**src/rtl/serial_adder_32.sv**
```systemverilog
// Bit-serial adder/subtractor: one full-adder stage, one bit per clock, LSB first.
// Define SERIAL_ADDER_SUB_EN to add the `sub` port and enable subtraction.
module serial_adder_32 #(
  parameter int WIDTH = 32
) (
  input  logic             clk,
  input  logic             rst_n,
  input  logic             start,
`ifdef SERIAL_ADDER_SUB_EN
  input  logic             sub,
`endif
  input  logic [WIDTH-1:0] a,
  input  logic [WIDTH-1:0] b,
  output logic             busy,
  output logic             done,
  output logic [WIDTH-1:0] sum,
  output logic             cout,
  output logic             ovf
);

  localparam int CW = (WIDTH > 1) ? $clog2(WIDTH) : 1;
  localparam logic [CW-1:0] LAST = CW'(WIDTH - 1);

  typedef enum logic [1:0] {
    IDLE = 2'd0,
    RUN  = 2'd1,
    DONE = 2'd2
  } state_t;

  state_t           state_q, state_d;
  logic [WIDTH-1:0] aSh_q, aSh_d;
  logic [WIDTH-1:0] bSh_q, bSh_d;
  logic [WIDTH-1:0] sumSh_q, sumSh_d;
  logic [WIDTH-1:0] sum_q, sum_d;
  logic             carry_q, carry_d;
  logic             cout_q, cout_d;
  logic             ovf_q, ovf_d;
  logic [CW-1:0]    cnt_q, cnt_d;

  logic subEff;
  logic faSum;
  logic faCout;

`ifdef SERIAL_ADDER_SUB_EN
  assign subEff = sub;
`else
  assign subEff = 1'b0;
`endif

  assign faSum  = aSh_q[0] ^ bSh_q[0] ^ carry_q;
  assign faCout = (aSh_q[0] & bSh_q[0]) | (carry_q & (aSh_q[0] ^ bSh_q[0]));

  always_comb begin
    state_d = state_q;
    aSh_d   = aSh_q;
    bSh_d   = bSh_q;
    sumSh_d = sumSh_q;
    sum_d   = sum_q;
    carry_d = carry_q;
    cout_d  = cout_q;
    ovf_d   = ovf_q;
    cnt_d   = cnt_q;

    case (state_q)
      IDLE, DONE: begin
        if (start) begin
          aSh_d   = a;
          bSh_d   = subEff ? ~b : b;
          carry_d = subEff;
          cnt_d   = '0;
          state_d = RUN;
        end else begin
          state_d = IDLE;
        end
      end
      RUN: begin
        sumSh_d = {faSum, sumSh_q[WIDTH-1:1]};
        aSh_d   = aSh_q >> 1;
        bSh_d   = bSh_q >> 1;
        carry_d = faCout;
        if (cnt_q == LAST) begin
          // Result registers are separate from the shift chain so they stay put through the next run.
          sum_d   = {faSum, sumSh_q[WIDTH-1:1]};
          cout_d  = faCout;
          ovf_d   = carry_q ^ faCout;
          state_d = DONE;
        end else begin
          cnt_d = cnt_q + CW'(1);
        end
      end
      default: state_d = IDLE;
    endcase
  end

  always_ff @(posedge clk or negedge rst_n) begin
    if (!rst_n) begin
      state_q <= IDLE;
      aSh_q   <= '0;
      bSh_q   <= '0;
      sumSh_q <= '0;
      sum_q   <= '0;
      carry_q <= 1'b0;
      cout_q  <= 1'b0;
      ovf_q   <= 1'b0;
      cnt_q   <= '0;
    end else begin
      state_q <= state_d;
      aSh_q   <= aSh_d;
      bSh_q   <= bSh_d;
      sumSh_q <= sumSh_d;
      sum_q   <= sum_d;
      carry_q <= carry_d;
      cout_q  <= cout_d;
      ovf_q   <= ovf_d;
      cnt_q   <= cnt_d;
    end
  end

  assign busy = (state_q == RUN);
  assign done = (state_q == DONE);
  assign sum  = sum_q;
  assign cout = cout_q;
  assign ovf  = ovf_q;

endmodule
```
**config.mk**
```make
export PLATFORM = sky130hd
export DESIGN_NAME = serial_adder_32
export DESIGN_NICKNAME = d
export VERILOG_FILES = /design/src/rtl/serial_adder_32.sv
export SDC_FILE = /design/constraint.sdc
export NUM_CORES = 1
export LEC_CHECK = 0
export ABC_AREA = 1
export ABC_CLOCK_PERIOD_IN_PS = 2200
export BUFFER_PORTS_ARGS = -buffer_cell sky130_fd_sc_hd__buf_2
export CAP_MARGIN = 15
export CORE_MARGIN = 2
export CORE_UTILIZATION = 50
export CTS_BUF_LIST = sky130_fd_sc_hd__clkbuf_4
export DETAILED_ROUTE_END_ITERATION = 8
export GPL_TIMING_DRIVEN = 0
export PLACE_DENSITY = 0.83
export SYNTH_ARGS = -nofsm -noshare
export SYNTH_HDL_FRONTEND = slang
export SYNTH_SLANG_ARGS = --single-unit
```
**constraint.sdc**
```tcl
create_clock -name clk -period 2.2 [get_ports clk]
set_input_delay 0 -clock clk [delete_from_list [all_inputs] [get_ports clk]]
set_output_delay 0 -clock clk [all_outputs]
set_load 0.02 [all_outputs]
```
==> impl_metrics.tcl, run 1 <==
set metrics [dict create \
    outcome "finished, final reports clean" \
    min_period_ns 1.88 \
    finalInstanceArea_um2 7630 \
    viasPerCell 5.02 \
    die_w_um 113 \
    p_leak_nw 3.74 \
    startpoint_type "flop" \
    use_met2_pct 39.3 \
    arrival_ns 2.27 \
    overflow 0 \
    coreArea_um2 11600 \
    switching_share_pct 41.9 \
    ys_warn_count 0 \
    cts_sinks 137 \
    start_util_pct 51.7 \
    power.density_nw_per_um2 1260 \
    cts_hold_buf 68 \
    fmax_mhz 532 \
    netlist-cell-type-count 21 \
    cts_tree "done" \
    hold_viol 0 \
    insertion_delay_ns 0.53 \
    ctsRootBufferMaster "clkbuf_4" \
    routed_wl_mm 14.5 \
    yosysSeqAreaShare_pct 57.3 \
    p_int_mw 5.59 \
    ios 103 \
    hold_class "in2async" \
    drt_first_iter_violations 468 \
    crit_type "reg2reg" \
    drt-wirelength-per-cell_um 13.9 \
    top_usage_layer "met2" \
    place_area_um2 6700 \
    p_comb_share_pct 44.1 \
    grt_pass1_wl_mm 24.6 \
    met1_usage_pct 30.6 \
    grt_use_total_pct 24.3 \
    synth_fp_nets 770 \
    synth.avg_cell_area_um2 8.54 \
    register_area_um2 3430 \
    yosysTopAreaCell "dfrtp_1" \
    synth.cell_area_um2 5980 \
    synth_cells 700 \
    std_cell_rows 39 \
    hpwl_mm 8.54 \
    gp_congestion 0.797 \
    timing.setup.tns_ns 0 \
    hold-worst-slack_ns 0.0119 \
    fin_worst_skew_ns 0.0166 \
    slew_headroom_pct 60.9 \
    dp.cells 946 \
    drv_slew 0 \
    setup_viol_count_final 0 \
    io_buffers 102 \
    ys_ff_latch 137 \
    cts_buffers 17 \
    final_cells 1046 \
    drv_cap 0 \
    firstDrtPassIters 6 \
    post_cts_buffers 0 \
    clockBufferDepth 2 \
    synth_top_cell_area_share_pct 57.3 \
    p_sw_mw 4.04 \
    met3_usage_pct 7.01 \
    fp.dieH_um 113 \
    synth.area.top_cells "dfrtp_1 57%, o21ai_0 14%, nand2_1 13%" \
    final_util_pct 66.0 \
    required_ns 2.59 \
    h-tree-depth 4 \
    multi_input_area_um2 1870 \
    p_clk_share_pct 15.2 \
    vdd_drop_max_uv 763 \
    ant_nets 0 \
    n_fill_cell 886 \
    grt_pass1_vias 5256 \
    seqPwrFrac_pct 40.6 \
    drive_above_1_share_pct 17.7 \
    grt_max_degree 77 \
    nets 960 \
    end_kind "flop" \
    final.period_utilization_pct 85.4 \
    post-route-drc-count 0 \
    routed-via-count 5247 \
    path_clk_slew_ns 0.12 \
    antenna_found_initial 1 \
    dieArea_um2 12900 \
    crit_fanout 10 \
    syn2layout_area_growth_pct 27.6 \
    grt_setup_unrepaired "no" \
    cts_resized 0 \
    worst_pin_slew_ns 0.586 \
]
## routing by layer
metal | vias up | share of wire (%)
met4 | 0 | 2.7
met2 | 208 | 49
li1 | 2562 | -
met5 | - | 0
met1 | 2432 | 42
met3 | 45 | 6.0
## area by class of cell
class	instances	area share, %
diodes	1	0.0328
plain buffers	42	3.84
clock buffers	18	1.77
clock inverters	13	1.41
inverters	105	5.17
multi-input cells	416	24.5
flip-flops and latches	137	44.9
well taps	143	2.35
repair buffers	171	16.1
## worst max-delay path, cell delays in order, from the launching register on
cell     delay [ns]
dfrtp_1        0.41
ha_1           0.18
nand2_1        0.08
nor2_1         0.10
ha_1           0.18
inv_1          0.07
nor2_2         0.18
inv_2          0.07
buf_2          0.20
buf_6          0.16
nand2_1        0.05
o21ai_0        0.09
## path summary, 6_finish.rpt
kind | from | to | slack [ns] | cells past startpoint
hold reg to reg | sum[3] | sum[3] | 0.49 | 2
setup reg to reg | cnt_q[0] | sum[8] | 0.32 | 11
min in group clk | b[3] | bSh_q[3] | 0.33 | 6
setup / recovery | cnt_q[0] | sum[8] | 0.32 | 11
max in group asynchronous | rst_n | sumSh_q[29] | 1.46 | 3
hold / removal | rst_n | bSh_q[18] | 0.01 | 2
## cells by family (layout without fill, tap and decap cells)
kind of cell | after synthesis | count (layout) | share of synthesized area, %
buf+inv | 147 | 349 | 11.5
compound gates | 195 | 195 | 16.3
fa+ha+maj | 3 | 3 | 0.753
xor+xnor | 1 | 1 | 0.146
other cells | 0 | 1 | 0
flops | 137 | 137 | 57.3
simple gates | 217 | 217 | 14.0
## synthesized netlist by cell type
cell type	instances
xor2_1	1
inv_2	1
nor2_1	5
nand2_4	1
o22ai_1	1
dfrtp_1	137
o21ai_1	20
buf_6	15
clkbuf_1	17
nand3_1	4
inv_1	104
fa_1	1
buf_2	8
nand2_2	2
nor2_2	1
buf_8	1
o21ai_0	173
nand2_1	204
ha_1	2
clkbuf_2	1
a21oi_1	1
## sequential cells by signal (all words and copies together) (netlist names)
name and cells:
cout 1, sum 32, aSh_q 32, state_q 2, carry_q 1, bSh_q 32, cnt_q 5, sumSh_q 31
ovf 1
## metrics by stage
step | setup slack (ns) | power [mW]
final | 0.321 | 9.62
after global routing | 0.0512 | 10.5
after floorplan | 0.566 | 6.85
after CTS | 0.295 | 9.55
after global placement | -0.711 | 7.83
after detailed placement | 0.310 | 8.00
## power by group through the flow
stage | Sequential, mW | Clock (mW) | Combinational, mW
after floorplan | 4.11 | 0 | 2.74
after global placement | 3.91 | 0 | 3.92
after detailed placement | 3.95 | 0 | 4.05
after CTS | 3.90 | 1.49 | 4.17
after global routing | 4.02 | 1.61 | 4.89
final | 3.91 | 1.47 | 4.25
## placed cells by master (no fill, tap or decap)
cell,instances
a21oi_1,1
buf_16,1
buf_2,109
buf_6,16
buf_8,1
bufinv_16,1
clkbuf_1,17
clkbuf_2,1
clkbuf_4,18
clkinv_1,4
clkinv_2,1
clkinv_4,4
clkinvlp_4,3
dfrtp_1,137
diode_2,1
dlygate4sd3_1,68
fa_1,1
ha_1,2
inv_1,104
inv_2,1
nand2_1,204
nand2_2,2
nand2_4,1
nand3_1,4
nor2_1,5
nor2_2,1
o21ai_0,173
o21ai_1,20
o22ai_1,1
xor2_1,1
Note: power is estimated with default switching activity, not from simulation.
==> inputs of run 2 (changes only) <==
Settings changed: ABC_AREA 1 to 0, CORE_UTILIZATION 50 to 45, PLACE_DENSITY 0.83 to 0.77.
==> run 2 against run 1 <==
Compared with the run above:
- synthesized cell count fell by 15%
- core utilization shrank 6.0 points
- via count is 7.0% lower
- clock-buffer cell count down 1
- power fell by 5.1%
- clock power increased by 22%
- cell count decreased by 7.5%
- highest routed layer unchanged
- area after synthesis shrank 3.1%
==> impl_metrics.tcl, run 2 <==
set metrics [dict create \
    reg2reg_to "sum[23]" \
    ios 103 \
    die_w_um 118 \
    crit_type "reg2reg" \
    worst_pin_slew_ns 0.463 \
    wl_met2_mm 7.00 \
    synth.top_cells.by_count "219 x nand2_1, 137 x dfrtp_1, 63 x nor2_1, 62 x a31oi_1, 24 x buf_2" \
    grt_pass1_vias 4961 \
    io_buffers 102 \
    yosysSeqAreaShare_pct 59.1 \
    synth_ff_type "dfrtp_1" \
    vdd_drop_max_uv 811 \
    dieArea_um2 13800 \
    synth_fp_nets 662 \
    setup_viol_count_final 0 \
    synth_cells 592 \
    grt_use_total_pct 21.2 \
    coreArea_um2 12600 \
    synth.cell_area_um2 5800 \
    nets 853 \
    slew_headroom_pct 69.1 \
    post-route-drc-count 0 \
    yosysTopAreaCell "dfrtp_1" \
    topRoutingLayerUsed "met4" \
    clockBufferDepth 2 \
    cts_buffers 17 \
    path_clk_slew_ns 0.12 \
    hp-start "b[20]" \
    synth_top_cell_area_share_pct 59.1 \
    synth.area.top_cells "dfrtp_1 59%, nand2_1 14%, a31oi_1 6.7%" \
    timing.setup.tns_ns 0 \
    power_mw 9.13 \
    startpoint_type "flop" \
    min_path_cells 4 \
    power.density_nw_per_um2 1210 \
    final_cell_mix "219 x nand2_1, 137 x dfrtp_1, 125 x buf_2" \
    drv_cap 0 \
    crit_fanout 10 \
    required_ns 2.64 \
    ys_ff_latch 137 \
    fp.dieH_um 118 \
    drive_above_1_share_pct 25.9 \
    hold_class "in2reg" \
    end_kind "flop" \
    ant_nets 0 \
    arrival_ns 2.44 \
    post_cts_buffers 0 \
    finalInstanceArea_um2 7570 \
    final.period_utilization_pct 90.8 \
    drt_first_iter_violations 324 \
    drv_slew 0 \
    async_reset_ff_share_pct 100 \
    reg2reg_slack_ns 0.20 \
    drt-wirelength-per-cell_um 14.5 \
    final_util_pct 60.0 \
    final_common_cell "nand2_1" \
    synth-edff-count 0 \
    synth.avg_cell_area_um2 9.79 \
    rr_worst_depth 7 \
    hold_end "bSh_q[20]" \
    reg2reg_from "cnt_q[0]" \
    syn2layout_area_growth_pct 30.5 \
    h-tree-depth 4 \
    min_period_ns 2.00 \
    gp_congestion 0.850 \
    dr_wl_met3_um 891 \
    routed-via-count 4882 \
    hpwl_mm 8.73 \
    hold_viol 0 \
    firstDrtPassIters 5 \
    start_util_pct 45.9 \
    grt_setup_unrepaired "no" \
    place_area_um2 6560 \
    fmax_mhz 500 \
    outcome "finished, final reports clean" \
    viasPerCell 5.04 \
    fin_worst_skew_ns 0.0106 \
    std_cell_rows 41 \
    wl_met1_mm 5.88 \
    grt_pass1_wl_mm 23.4 \
    cts_sinks 137 \
    routed_wl_mm 14.0 \
    p_leak_nw 3.91 \
    yosysMostFrequentCell "nand2_1" \
    overflow 0 \
    antenna_found_initial 0 \
    insertion_delay_ns 0.56 \
    ctsRootBufferMaster "clkbuf_4" \
    grt_max_degree 97 \
    ys_warn_count 0 \
    cts_tree "done" \
    diodes 0 \
    netlist-cell-type-count 28 \
]
==> run 2: changes by cell type in the layout (fill, tap and decap cells not counted), sizes merged, moves of 3 or more <==
cell	previous run	this run
a31oi	0	62
nand2	207	219
inv	105	8
buf	127	142
o21ai	193	8
nor2	6	63
mux2	0	31
bufinv	1	4
clkbuf	36	20
==> run 2: area by class of cell <==
type	instances	area [um^2]
plain buffers	41	259
repair buffers	172	1240
clock buffers	17	128
multi-input cells	406	2080
well taps	172	215
inverters	8	30.0
clock inverters	15	183
fillers	1052	5050
flip-flops and latches	137	3430
==> run 2: logic make-up after synthesis <==
| family | synth area share (%) |
|---|---|
| simple gates | 19.7 |
| flops | 59.1 |
| compound gates | 8.35 |
| buf+inv | 4.99 |
| mux | 6.86 |
| fa+ha+maj | 0.777 |
| xor+xnor | 0.151 |
==> run 2: report_power, final <==
part	internal [mW]	switching [mW]
clock	0.881	0.907
combinational	1.33	1.83
sequential	3.54	0.648
total	5.75	3.39
==> run 2: metrics by stage <==
| step | std cells | hold WS (ns) | setup WS, ns |
|---|---|---|---|
| floorplan | 592 | -0.296 | 0.386 |
| global placement | 866 | 0.242 | -0.588 |
| detailed placement | 867 | -0.0643 | 0.206 |
| CTS | 968 | 0.169 | 0.185 |
| global route | 968 | 0.215 | 0.0721 |
| finish | 968 | 0.225 | 0.202 |
==> run 2: worst max-delay path by stage <==
| stage | startpoint | end | slack [ns] | cells after the start |
|---|---|---|---|---|
| final | cnt_q[0] | sum[23] | 0.20 | 7 |
| after global routing | cnt_q[0] | sum[18] | 0.07 | 7 |
| after CTS | cnt_q[0] | sum[18] | 0.19 | 7 |
| after detailed placement | cnt_q[0] | sum[18] | 0.21 | 7 |
| after global placement | rst_n | bSh_q[9] | -0.59 | 1 |
| after floorplan | cnt_q[0] | sum[18] | 0.39 | 7 |
==> run 2: layer usage <==
layer,vias to the layer above,GRT usage (%)
li1,2326,-
met1,2336,26.3
met2,196,35.9
met3,24,5.52
met4,0,7.45
met5,-,0
==> run 2: what timing repair did <==
action / 4_1_cts / 5_1_grt
hold endpoints to repair: 202 / 0
gates resized for setup: 0 / 0
hold buffers: 69 / 0
==> run 2: critical path: stages, from the launching register on <==
cell and delay, ns:
dfrtp_1 0.43, ha_1 0.23, and3_1 0.19, ha_1 0.20
nand3b_1 0.12, buf_4 0.21, buf_6 0.20, mux2_4 0.31
==> inputs of run 3 (changes only) <==
Settings changed: ABC_CLOCK_PERIOD_IN_PS 2200 to 2120.
Clock period 2.2 ns to 2.12 ns, I/O delays scaled along.
==> run 3 against run 2 <==
Compared with the run above:
- power is 3.8% higher
- design area hardly changed
- sequential share of layout area hardly changed
- cell count stayed put
- combinational power is 4% higher
- via count is 0.18% higher
- maximum frequency is 1.4% higher
- hold slack hardly changed
- sequential power is 4% higher
- clock power is 4% higher
- register-to-register slack worse by 0.05 ns
==> impl_metrics.tcl, run 3 (synthesis results as in run 2) <==
set metrics [dict create \
    routed_wl_mm 14.0 \
    dieArea_um2 13800 \
    reg2reg_to "sum[23]" \
    p_int_mw 5.96 \
    hold_viol 0 \
    drv_slew 0 \
    startpoint_type "flop" \
    required_ns 2.56 \
    final.period_utilization_pct 93.0 \
    grt_use_total_pct 21.2 \
    crit_chain "ha_1 -> and3_1 -> ha_1 -> nand3b_1 -> buf_6 -> buf_6 -> mux2_4" \
    ios 103 \
    reg2reg_slack_ns 0.15 \
    final_common_cell "nand2_1" \
    diodes 0 \
    gp_congestion 0.850 \
    path_clk_slew_ns 0.12 \
    reg2reg_from "cnt_q[0]" \
    start_util_pct 45.9 \
    viasPerCell 5.05 \
    std_cell_rows 41 \
    p_comb_share_pct 34.6 \
    fp.dieH_um 118 \
    drt_first_iter_violations 324 \
    worst-path-buf-inv 2 \
    vdd_drop_max_uv 841 \
    arrival_ns 2.41 \
    setup_viol_count_final 0 \
    grt_setup_unrepaired "no" \
    syn2layout_area_growth_pct 30.6 \
    p_sw_mw 3.51 \
    final_cell_mix "219 x nand2_1, 137 x dfrtp_1, 125 x buf_2" \
    post-route-drc-count 0 \
    min_period_ns 1.97 \
    p_clk_share_pct 19.6 \
    power.density_nw_per_um2 1250 \
    place_area_um2 6560 \
    slowest_stage "dfrtp_1" \
    fmax_mhz 507 \
    firstDrtPassIters 5 \
    hold-worst-slack_ns 0.225 \
    clockBufferDepth 2 \
    antenna_found_initial 0 \
    grt_pass1_wl_mm 23.4 \
    end_kind "flop" \
    io_buffers 102 \
    min_path_cells 4 \
    seqPwrFrac_pct 45.8 \
    pre_cts_ws_ns 0.126 \
    drv_cap 0 \
    insertion_delay_ns 0.56 \
    post_cts_buffers 0 \
    grt_max_degree 97 \
    max_stage_delay_ns 0.43 \
    cts_buffers 17 \
    die_w_um 118 \
    hold_end "bSh_q[20]" \
    ctsRootBufferMaster "clkbuf_4" \
    ant_nets 0 \
    worst_pin_slew_ns 0.465 \
    n_fill_cell 1050 \
    overflow 0 \
    routed-via-count 4891 \
    rr_worst_depth 7 \
    h-tree-depth 4 \
    cts_tree "done" \
    hpwl_mm 8.73 \
    coreArea_um2 12600 \
    worst_slack_ns 0.149 \
    cp_top_family "adder cells" \
    hp-start "b[20]" \
    crit_type "reg2reg" \
    crit_fanout 10 \
    grt_pass1_vias 4961 \
    cts_sinks 137 \
    hold_class "in2reg" \
    nets 853 \
    drive_above_1_share_pct 25.9 \
    fin_worst_skew_ns 0.0106 \
    finalInstanceArea_um2 7570 \
    power_mw 9.48 \
    drt-wirelength-per-cell_um 14.4 \
    slew_headroom_pct 69.0 \
    switching_share_pct 37.1 \
    p_leak_nw 3.91 \
    outcome "finished, final reports clean" \
    timing.setup.tns_ns 0 \
]
run 3: cell count changes in the layout (fill, tap and decap cells not counted):
| cell | previous run | this run |
|---|---|---|
| buf_4 | 8 | 7 |
| buf_6 | 7 | 8 |
run 3: metal layers:
metal	track usage [%]	wire length (um)	share of wire [%]
met4	7.45	214	1.5
met2	35.9	7010	50
met5	0	0	0
met3	5.52	890	6.4
met1	26.3	5870	42
run 3: power groups by stage:
stage               Sequential (mW)  Clock [mW]  Combinational, mW
floorplan                      4.39           0               2.14
global placement               4.30           0               2.97
detailed placement             4.38           0               3.16
CTS                            4.33        1.89               3.29
global route                   4.48        2.00               3.71
finish                         4.34        1.86               3.28
run 3: how the worst max path moves through the flow:
stage | depth (start not counted) | from | slack (ns) | endpoint
4_1_cts | 7 | cnt_q[0] | 0.11 | sum[18]
3_5_place_dp | 7 | cnt_q[0] | 0.13 | sum[18]
2_1_floorplan | 7 | cnt_q[0] | 0.31 | sum[18]
6_report | 7 | cnt_q[0] | 0.15 | sum[23]
5_1_grt | 7 | cnt_q[0] | 0.02 | sum[18]
3_3_place_gp | 1 | rst_n | -0.67 | bSh_q[9]
run 3: repair_timing:
| action | 4_1_cts | 5_1_grt |
|---|---|---|
| hold buffers | 69 | 0 |
| hold endpoints to repair | 202 | 0 |
| resized for setup | 0 | 1 |
| setup endpoints to repair | 0 | 5 |
run 3: cell type report:
type	count	area [um^2]	share of cell area, %
flip-flops and latches	137	3430	45.3
multi-input cells	406	2080	27.5
repair buffers	172	1240	16.4
plain buffers	41	263	3.47
well taps	172	215	2.84
clock inverters	15	183	2.41
clock buffers	17	128	1.69
inverters	8	30.0	0.397
run 3: per-stage QoR:
stage	std cells	utilization, %
2_1_floorplan	592	-
3_3_place_gp	866	51.7
3_5_place_dp	867	52.0
4_1_cts	968	60.0
5_1_grt	968	60.0
6_report	968	60.0
run 3: worst register-to-register path, stage by stage, from the launching register on:
cell and delay, ns:
dfrtp_1 0.43, ha_1 0.23, and3_1 0.19, ha_1 0.20, nand3b_1 0.14, buf_6 0.17
buf_6 0.19, mux2_4 0.31
